[src/rtl/sc_mmio_pkg.sv]
// Shared constants for the single-cycle data memory with memory-mapped I/O:
// I/O region codes, the I/O select bit and the active-low 7-segment table.
package sc_mmio_pkg;

  localparam logic [1:0] REG_IN   = 2'b00;
  localparam logic [1:0] REG_OUT  = 2'b01;
  localparam logic [1:0] REG_STAT = 2'b10;
  localparam logic [1:0] REG_RSVD = 2'b11;

  localparam int IO_SEL_BIT = 7;

  // Active-low {g,f,e,d,c,b,a}; entry 0 sits in the low bits.
  localparam logic [15:0][6:0] SEG7_LUT = {
    7'b0001110, 7'b0000110, 7'b0100001, 7'b1000110,
    7'b0000011, 7'b0001000, 7'b0010000, 7'b0000000,
    7'b1111000, 7'b0000010, 7'b0010010, 7'b0011001,
    7'b0110000, 7'b0100100, 7'b1111001, 7'b1000000
  };

  function automatic logic [6:0] seg7_of(input logic [3:0] hex);
    return SEG7_LUT[hex];
  endfunction

endpackage

[src/rtl/hex_to_seg7.sv]
// Combinational hex digit to active-low 7-segment pattern, one per display digit.
module hex_to_seg7
  import sc_mmio_pkg::*;
(
  input  logic [3:0] hex,
  output logic [6:0] seg
);

  assign seg = seg7_of(hex);

endmodule

[src/rtl/sc_datamem_mmio.sv]
// Word RAM plus memory-mapped input ports, display registers and a sticky
// clear-on-read input-change status register. Optional SC_MMIO_BYTE_WRITE_EN.
module sc_datamem_mmio
  import sc_mmio_pkg::*;
#(
  parameter int DEPTH_LOG2   = 5,
  parameter int IN_CHANNELS  = 2,
  parameter int IN_WIDTH     = 5,
  parameter int OUT_CHANNELS = 3
) (
  input  logic                            clock,
  input  logic                            reset,
  input  logic [31:0]                     addr,
  input  logic [31:0]                     datain,
  input  logic                            we,
  input  logic                            re,
  input  logic [3:0]                      be,
  output logic [31:0]                     dataout,
  input  logic [IN_CHANNELS*IN_WIDTH-1:0] in_port,
  output logic [OUT_CHANNELS*14-1:0]      seg_out,
  output logic                            irq
);

  localparam int IW = IN_CHANNELS * IN_WIDTH;

  logic                  io_sel_s;
  logic [1:0]            region_s;
  logic [2:0]            idx_s;
  logic [DEPTH_LOG2-1:0] ram_idx_s;
  logic                  ram_we_s;
  logic                  out_we_s;
  logic                  clr_s;
  logic [31:0]           rd_s;
  logic                  unused_s;

  logic [31:0]            mem_r [2**DEPTH_LOG2];
  logic [IW-1:0]          s1_r, s2_r, prev_r;
  logic [IN_CHANNELS-1:0] status_r, status_nxt_s, set_s;
  logic [7:0]             out_r [OUT_CHANNELS];
  logic [31:0]            in_word_s  [8];
  logic [31:0]            out_word_s [8];

  assign io_sel_s  = addr[IO_SEL_BIT];
  assign region_s  = addr[6:5];
  assign idx_s     = addr[4:2];
  assign ram_idx_s = addr[DEPTH_LOG2+1:2];
  assign ram_we_s  = we && !io_sel_s;
`ifdef SC_MMIO_BYTE_WRITE_EN
  assign out_we_s  = we && io_sel_s && (region_s == REG_OUT) && be[0];
`else
  assign out_we_s  = we && io_sel_s && (region_s == REG_OUT);
`endif
  assign clr_s     = re && io_sel_s && (region_s == REG_STAT) && (idx_s == 3'd0);
  assign unused_s  = ^{addr[31:8], addr[1:0], be};

  // Word RAM: no reset, stores commit on the rising edge.
  always_ff @(posedge clock) begin
    if (ram_we_s) begin
`ifdef SC_MMIO_BYTE_WRITE_EN
      for (int b = 0; b < 4; b++) begin
        if (be[b]) mem_r[ram_idx_s][b*8 +: 8] <= datain[b*8 +: 8];
      end
`else
      mem_r[ram_idx_s] <= datain;
`endif
    end
  end

  // Per-channel change detect and zero-extended read words; unused slots read 0.
  for (genvar c = 0; c < 8; c++) begin : g_chan
    if (c < IN_CHANNELS) begin : g_in
      assign set_s[c]     = s2_r[c*IN_WIDTH +: IN_WIDTH] != prev_r[c*IN_WIDTH +: IN_WIDTH];
      assign in_word_s[c] = 32'(s2_r[c*IN_WIDTH +: IN_WIDTH]);
    end else begin : g_in_none
      assign in_word_s[c] = 32'd0;
    end
    if (c < OUT_CHANNELS) begin : g_out
      assign out_word_s[c] = 32'(out_r[c]);
      hex_to_seg7 u_hi (.hex(out_r[c][7:4]), .seg(seg_out[c*14+7 +: 7]));
      hex_to_seg7 u_lo (.hex(out_r[c][3:0]), .seg(seg_out[c*14 +: 7]));
    end else begin : g_out_none
      assign out_word_s[c] = 32'd0;
    end
  end

  // Clear-on-read drops every flag except those setting on the same edge.
  always_comb begin
    status_nxt_s = status_r;
    if (clr_s) begin
      status_nxt_s = set_s;
    end else begin
      status_nxt_s = status_r | set_s;
    end
  end

  // Input synchroniser, previous-value register and sticky status.
  always_ff @(posedge clock or posedge reset) begin
    if (reset) begin
      s1_r     <= '0;
      s2_r     <= '0;
      prev_r   <= '0;
      status_r <= '0;
    end else begin
      s1_r     <= in_port;
      s2_r     <= s1_r;
      prev_r   <= s2_r;
      status_r <= status_nxt_s;
    end
  end

  // Display registers; out-of-range indices match no register.
  always_ff @(posedge clock or posedge reset) begin
    if (reset) begin
      for (int c = 0; c < OUT_CHANNELS; c++) out_r[c] <= 8'd0;
    end else begin
      for (int c = 0; c < OUT_CHANNELS; c++) begin
        if (out_we_s && (idx_s == 3'(c))) out_r[c] <= datain[7:0];
      end
    end
  end

  // Combinational load mux.
  always_comb begin
    rd_s = 32'd0;
    if (!io_sel_s) begin
      rd_s = mem_r[ram_idx_s];
    end else begin
      case (region_s)
        REG_IN:   rd_s = in_word_s[idx_s];
        REG_OUT:  rd_s = out_word_s[idx_s];
        REG_STAT: rd_s = (idx_s == 3'd0) ? 32'(status_r) : 32'd0;
        REG_RSVD: rd_s = 32'd0;
        default:  rd_s = 32'd0;
      endcase
    end
  end

  assign dataout = rd_s;
  assign irq     = |status_r;

endmodule

[config.mk]
export PLATFORM = sky130hd
export DESIGN_NAME = sc_datamem_mmio
export DESIGN_NICKNAME = d
export VERILOG_FILES = /design/src/rtl/sc_mmio_pkg.sv /design/src/rtl/hex_to_seg7.sv /design/src/rtl/sc_datamem_mmio.sv
export SDC_FILE = /design/constraint.sdc
export NUM_CORES = 1
export LEC_CHECK = 0
export CELL_PAD_IN_SITES_DETAIL_PLACEMENT = 0
export CELL_PAD_IN_SITES_GLOBAL_PLACEMENT = 1
export CORE_MARGIN = 3
export CORE_UTILIZATION = 41
export DETAILED_ROUTE_END_ITERATION = 8
export PLACE_DENSITY_LB_ADDON = 0.1
export SKIP_CTS_REPAIR_TIMING = 1
export SYNTH_ARGS = -nofsm -noshare
export SYNTH_HDL_FRONTEND = slang
export SYNTH_SLANG_ARGS = --single-unit
[constraint.sdc]
create_clock -name clock -period 1.9 [get_ports clock]
set_input_delay 0.19 -clock clock [delete_from_list [all_inputs] [get_ports clock]]
set_output_delay 0.19 -clock clock [all_outputs]
set_load 0.005 [all_outputs]
==> results.md <==
- Outcome: complete, but fails checks
- Failing checks: setup timing
- Final hold vios: 0
- Pleak: between 15 and 20 nW
- Flop pwr share: 0.496
- Hold slack: roughly 260 ps
- Seq/Total Area, Yosys: 0.7520
- Core Box Area: about 0.10 mm2
- Peak VDD IR: roughly 0.67 mV
- DR vias: 23,243
- Die extent in x: about 330 um
- Most frequent cells in the layout: edfxtp_1 (1,024), buf_4 (284), mux4_2 (191)
- Worst-path clk slew: 60 ps
- Minimum clock period: 2670 ps
- Worst setup EP type: primary output
- Initial antenna violation count: 1
- Post-Syn Area: 0.04275 mm2
- Hold Path Class: in -> reg
- Placed Area: 0.04999 mm2
- Clock Path Buffers: 3
- Total global-route track usage: 0.2170
- Comb pwr share: 0.094
- I/O pins: 157
- Clk_skew: about 4.3 ps
- Most common cell after layout, fill and taps aside: edfxtp_1
- Syn_nets: between 2,000 and 2,500
- Drc violations: 0
- Yosys reg bits: ~1,100
- Total Die Area: 0.1082 mm2
- Antenna Violating Nets Remaining: 0
- Clock latency on the worst-skew pair: 690 ps
- Fmax: 0.3745 GHz
- Fin area: between 0.05 and 0.06 mm2
- Worst EP required: around 1700 ps
- RSZ-0062 raised after global routing: true
- Root Buffer: clkbuf_16
- Clk network pwr share: 0.410
- Final Setup Violations: 74
- Top_reg_cell synth: edfxtp_1
- Fin nets: about 2,800
- Max transition margin: 0.5286
- Sw frac: 0.2214
- Synth warn: 0
- Setup CP Type: reg -> out
- PD cells: slightly below 1000 mW/mm2
- Int Pwr: 41.53 mW
- Mean area per synthesized cell: 20.29 um2
- Post-route setup slack: -770.4 ps
- Layout area overhead: 29.34%
- Total global routing overflow: 0
- Total wire length: 119,300 um
- Fin crit share: 1.405
- Dpl ws: -1307 ps
- Post-Syn Instances: around 2,100
- Die Span Y: about 330 um
- DRT Pass-1 Iters: 5
- Max Cap Viol: 0
- Distinct cells, synth: a little under 60
- H-tree depth: 3
- Largest net degree at the start of global routing: 57
- Crit Path Max Fanout: 1
- Startpoint types: flop
- Vias in the first global route: 23,753
- Post-synth EDFFs: approximately 1,000
- R2R setup slack: a little over 700 ps
- Slew Viols, Final: 0
- Slew at the pin closest to its max-slew limit: 704.9 ps
- CTS tree: yes
- Psw: between 10 and 15 mW
- Placement Rows: around 120
- Clock sinks: 1,080
- CP arrival: 2480 ps
- Total chip power: ~53 mW
- GP Congestion: just over 0.8
- Share of cells above drive strength 1: 0.4208
- Iter 0 DRT Violations: just under 2,000
- Post-DP HPWL: ~76,000 um
- Total CTS buffers: 112
- Initial core utilization: 0.4166
- First-pass GRT wire length: 167,900 um
- PortBufs: approximately 130
- Via density: 5.598
- TNS Setup: -27,930 ps
- WL/cell: ~29 um
- Synth async-reset ratio: 0.05185
==> per-stage QoR <==
step | util | std cells
floorplan | - | 2107
finish | 0.5388 | 4152
global route | 0.5388 | 4152
detailed placement | 0.4872 | 3905
global placement | 0.4872 | 3905
CTS | 0.5230 | 4115
==> synth_stat cells (15+ instances only) <==
master / count / area [um2]
a21oi_1: 15 / 75.07
a221oi_1: 18 / 157.7
a22o_1: 25 / 219.0
a22oi_1: 47 / 352.8
a31oi_1: 32 / 200.2
buf_2: 43 / 215.2
buf_6: 23 / 259.0
clkbuf_1: 32 / 120.1
dfrtp_1: 56 / 1401
edfxtp_1: 1024 / 30750
ha_1: 36 / 450.4
inv_1: 21 / 78.83
mux2_2: 37 / 416.7
mux2i_1: 175 / 1752
mux4_2: 191 / 4302
nand2_1: 30 / 112.6
nor2_1: 68 / 255.2
nor4_1: 15 / 93.84
o21ai_0: 27 / 135.1
o22ai_1: 63 / 394.1
==> critical path: stages (launching register included) <==
cell and delay, ps:
edfxtp_1 370, mux4_2 490, a22o_1 280, a221oi_4 250
a31oi_4 180, dlymetal6s2s_1 210
==> sequential cells by signal, summed over array words and instances, names as in the netlist <==
register,flops
s1_r,10
s2_r,10
mem_r,1024
prev_r,10
status_r,2
out_r,24
==> layout make-up <==
class,count,area (um2)
inverter,22,110.1
sequential,1080,32160
fill,7967,47320
clock buffer,138,2943
clock inverter,72,738.2
tap,1368,1712
multi-input combinational,888,11570
antenna,1,2.502
timing repair buffer,583,6063
==> cells by family after synthesis <==
logic type,synth area share
DFF,0.7520
and+or+nand+nor,0.02470
AOI/OAI and AO/OA,0.04039
adders and majority gates,0.01054
muxes,0.1513
xor gates and xnor gates,0.002049
buffers and inverters,0.01894
==> per-layer routing <==
| metal | GRT usage | up-vias | share of wire |
|---|---|---|---|
| li1 | - | 9972 | - |
| met1 | 0.2928 | 12430 | 0.41 |
| met2 | 0.3670 | 681 | 0.51 |
| met3 | 0.03785 | 160 | 0.053 |
| met4 | 0.05450 | 0 | 0.023 |
| met5 | 0 | - | 0 |
==> power by group through the flow <==
stage / clock (mW) / sequential [mW] / combinational, mW
after floorplan: 0 / 26.9 / 2.01
after global placement: 0 / 26.9 / 4.44
after detailed placement: 0 / 26.9 / 4.49
after CTS: 22.3 / 26.4 / 4.50
after global routing: 23.3 / 26.5 / 5.36
final: 21.9 / 26.4 / 5.03
==> final timing paths <==
check / start / endpoint / depth (start not counted)
worst max register to register: s2_r[2] / status_r[0] / 4
worst min register to register: s1_r[9] / s2_r[9] / 0
worst min-delay path: datain[1] / out_r[9] / 2
min in group asynchronous: reset / out_r[14] / 4
max in group asynchronous: reset / out_r[1] / 4
worst max-delay path: mem_r[27][29] / dataout[29] / 5
No activity file was read; power rests on OpenSTA's default activity.
==> RTL change (config.mk and constraints unchanged) <==
Register the outputs `dataout` and `irq`, cleared by the reset; this adds one clock of latency there. The other outputs are not delayed to match.
--- a/src/rtl/sc_datamem_mmio.sv
+++ b/src/rtl/sc_datamem_mmio.sv
@@ -135,8 +135,15 @@
     end
   end
 
-  assign dataout = rd_s;
-  assign irq     = |status_r;
+  always_ff @(posedge clock or posedge reset) begin
+    if (reset) begin
+      dataout <= '0;
+      irq     <= '0;
+    end else begin
+      dataout <= rd_s;
+      irq     <= |status_r;
+    end
+  end
 
 endmodule
 
Check against the original RTL: not equivalent (Yosys sat finds a counterexample within 4 cycles, from zero or initial values and one cycle with reset high).
==> RTL change against the unedited design <==
- the run still ends with setup timing left
- worst setup slack improved by 320 ps
- power rose by 1.7%
- highest routed layer unchanged
- critical endpoint is now seg_out[31]
- clock skew rose by 29 ps
- sequential cell count rose by 33
- fmax rose by 14%
- largest power group unchanged
- area after synthesis rose by 1.9%
- sequential share of layout area rose by 2.1 points
- non-clock buffer count fell by 41
- cell area fell by 0.94%
- wire length rose by 3.4%
==> RTL change: results (changes against the unedited design) <==
The flow ran to the end, but the final reports show violations. The final reports fail on setup timing. The number of enable-type register cells in the synthesized netlist is 1,024 (unchanged). The count of final setup violators is 42 (-43%), and the share of cells above drive strength 1 is 35.9% (-6.2 points). The global routing usage summed across all routing layers was 22.2% (+0.50 points); the worst-case clock skew was 33.1 ps (+28.8 ps). The async set-or-reset flop fraction in the synthesized netlist was 8.00% (+2.8 points); the detailed-routing iteration count for the pre-antenna-repair pass was 5 (unchanged).

The cell sitting at the root of the clock tree is a sky130_fd_sc_hd__clkbuf_16. By count the netlist is led by sky130_fd_sc_hd__edfxtp_1 (1,024), sky130_fd_sc_hd__mux4_2 (191), sky130_fd_sc_hd__mux2i_1 (175). The largest vdd supply drop is 0.000817 V (+22%), and the number of global-route vias before repair is 24,300 (+2.3%). The number of antenna repair diodes is 0 (-1), and the ratio of routed vias to standard cells is 5.63 (+0.53%).

The clock latency of the later-clocked register in the worst-skew pair was 710 ps (+20 ps); the number of port buffers was 126 (unchanged). The total routed wirelength was 123,000 um (+3.4%); the count of unique library cells instantiated by Yosys was 59 (unchanged). The run gives 2,190 (+13%) as the first-iteration detailed-routing DRC count. The tools report the leakage component of the power as 0.0187 uW (-0.33%).

Broken down by cell family, the worst path's largest delay share belongs to multiplexers. For the portion of the post-synthesis area used by sequential elements, the log shows 75.7% (+0.47 points). The final setup slack of the worst path is -449 ps (+322 ps). The wire length of the first global-routing pass was 176,000 um (+4.9%); the mean routed wirelength per cell was 29.6 um (+3.2%). The clock slew at the register clock pins of the worst setup and hold paths is 60 ps (about the same). The type of the worst min-delay path is input pin to flip-flop. For the headroom to the max-slew limit, the log shows 51.7% (-1.2 points).

The delay of the slowest cell on the worst path is 470 ps (-20 ps), and the half-perimeter wire length after detailed placement is 79,800 um (+5.6%). The routability congestion estimate is 0.808 (-0.92%). Remaining design rule violation count: 0 (unchanged). The initial antenna violation count is 4 (+3), and the largest net degree at the start of global routing is 54 (-5.3%). For the total clock buffers created by CTS, the log shows 115 (+2.7%). Number of flip-flops in the largest register: 1,024 (unchanged).

The largest driver fanout on the critical path was 3 (+2); the count of fill cells added during filler insertion was 8,367 (+5.0%). The run gives 0 (unchanged) as the Yosys warning count. The number of cells in the design after placement is 3,914 (+0.23%), and the number of buffers on the longest clock path is 3 (unchanged). By area the synthesized netlist is led by sky130_fd_sc_hd__edfxtp_1 (71%), sky130_fd_sc_hd__mux4_2 (9.9%), sky130_fd_sc_hd__dfrtp_1 (5.1%).

The largest registers in the layout are mem_r x1024, dataout x32, out_r x24. The number of nets in the synthesized netlist came out at 2,258 (+1.5%). The logs give 2,140 (+1.6%) for the cell count after synthesis and -601 ps (+705 ps) for the placement-stage worst setup slack.

The slowest stage cell on the critical path was sky130_fd_sc_hd__mux4_2. The data arrival time of the critical path was 2160 ps (-320 ps). The layout net count was 2,800 (-0.18%); the H-tree level count was 3 (unchanged).
==> RTL change: changes by cell type in the layout (fill, tap and decap cells not counted), sizes merged, moves of 3 or more <==
cell           before  now
buf               497  439
clkdlybuf4s50      45   73
clkinv             52   45
clkinvlp            7    4
dfrtp              56   89
dlymetal6s2s        2    7
==> RTL change: worst paths after layout <==
check | slack (ps) | start | end | cells past startpoint
setup / recovery | -450 | out_r[1] | seg_out[31] | 6
max in group asynchronous | 840 | reset | out_r[12] | 4
min in group asynchronous | 410 | reset | s1_r[6] | 3
hold reg to reg | 350 | s1_r[5] | s2_r[5] | 0
hold / removal | 190 | addr[6] | dataout[4] | 5
setup reg to reg | 90 | mem_r[26][9] | dataout[9] | 5
==> RTL change: area by class of cell <==
cell class | count | area share [%]
clock buffer | 155 | 5.75
inverter | 22 | 0.194
clock inverter | 62 | 1.10
sequential | 1113 | 60.2
multi-input combinational | 888 | 19.4
tap | 1380 | 3.15
timing repair buffer | 542 | 10.2
==> RTL change: power by group <==
part,internal [uW],switching (uW)
clock network,13100,9180
registers,27100,247
logic,2270,2400
==> RTL change: stage by stage <==
stage,setup TNS [ps],util (%),cell area [um2]
5_1_grt,-14260,52.4,54800
3_5_place_dp,-269020,48.0,50200
2_1_floorplan,-464230,-,43800
3_3_place_gp,-270200,48.0,50200
4_1_cts,-31830,51.6,54000
6_report,-10360,52.4,54800
==> RTL change: routing by layer <==
metal | vias up | wire length [um] | GRT usage [%] | part of all wire [%]
met2 | 828 | 60700 | 36.8 | 49
li1 | 9989 | - | - | -
met3 | 149 | 7810 | 3.94 | 6.3
met4 | 0 | 2830 | 6.22 | 2.3
met1 | 12500 | 52000 | 30.4 | 42
met5 | - | 0 | 0 | 0
==> RTL change: tightest hold or removal path, delay by kind of cell <==
| kind | cells | cell delay (ps) |
|---|---|---|
| buf+inv | 2 | 290 |
| mux | 1 | 150 |
| simple gates | 1 | 80 |
| compound gates | 1 | 130 |
==> RTL change: kinds of logic after synthesis <==
kind of cell / after synthesis / share of synthesized area, %
simple gates: 191 / 2.42
mux: 403 / 14.8
compound gates: 248 / 3.96
fa+ha+maj: 36 / 1.03
flops: 1113 / 75.7
buf+inv: 139 / 1.86
xor+xnor: 10 / 0.201
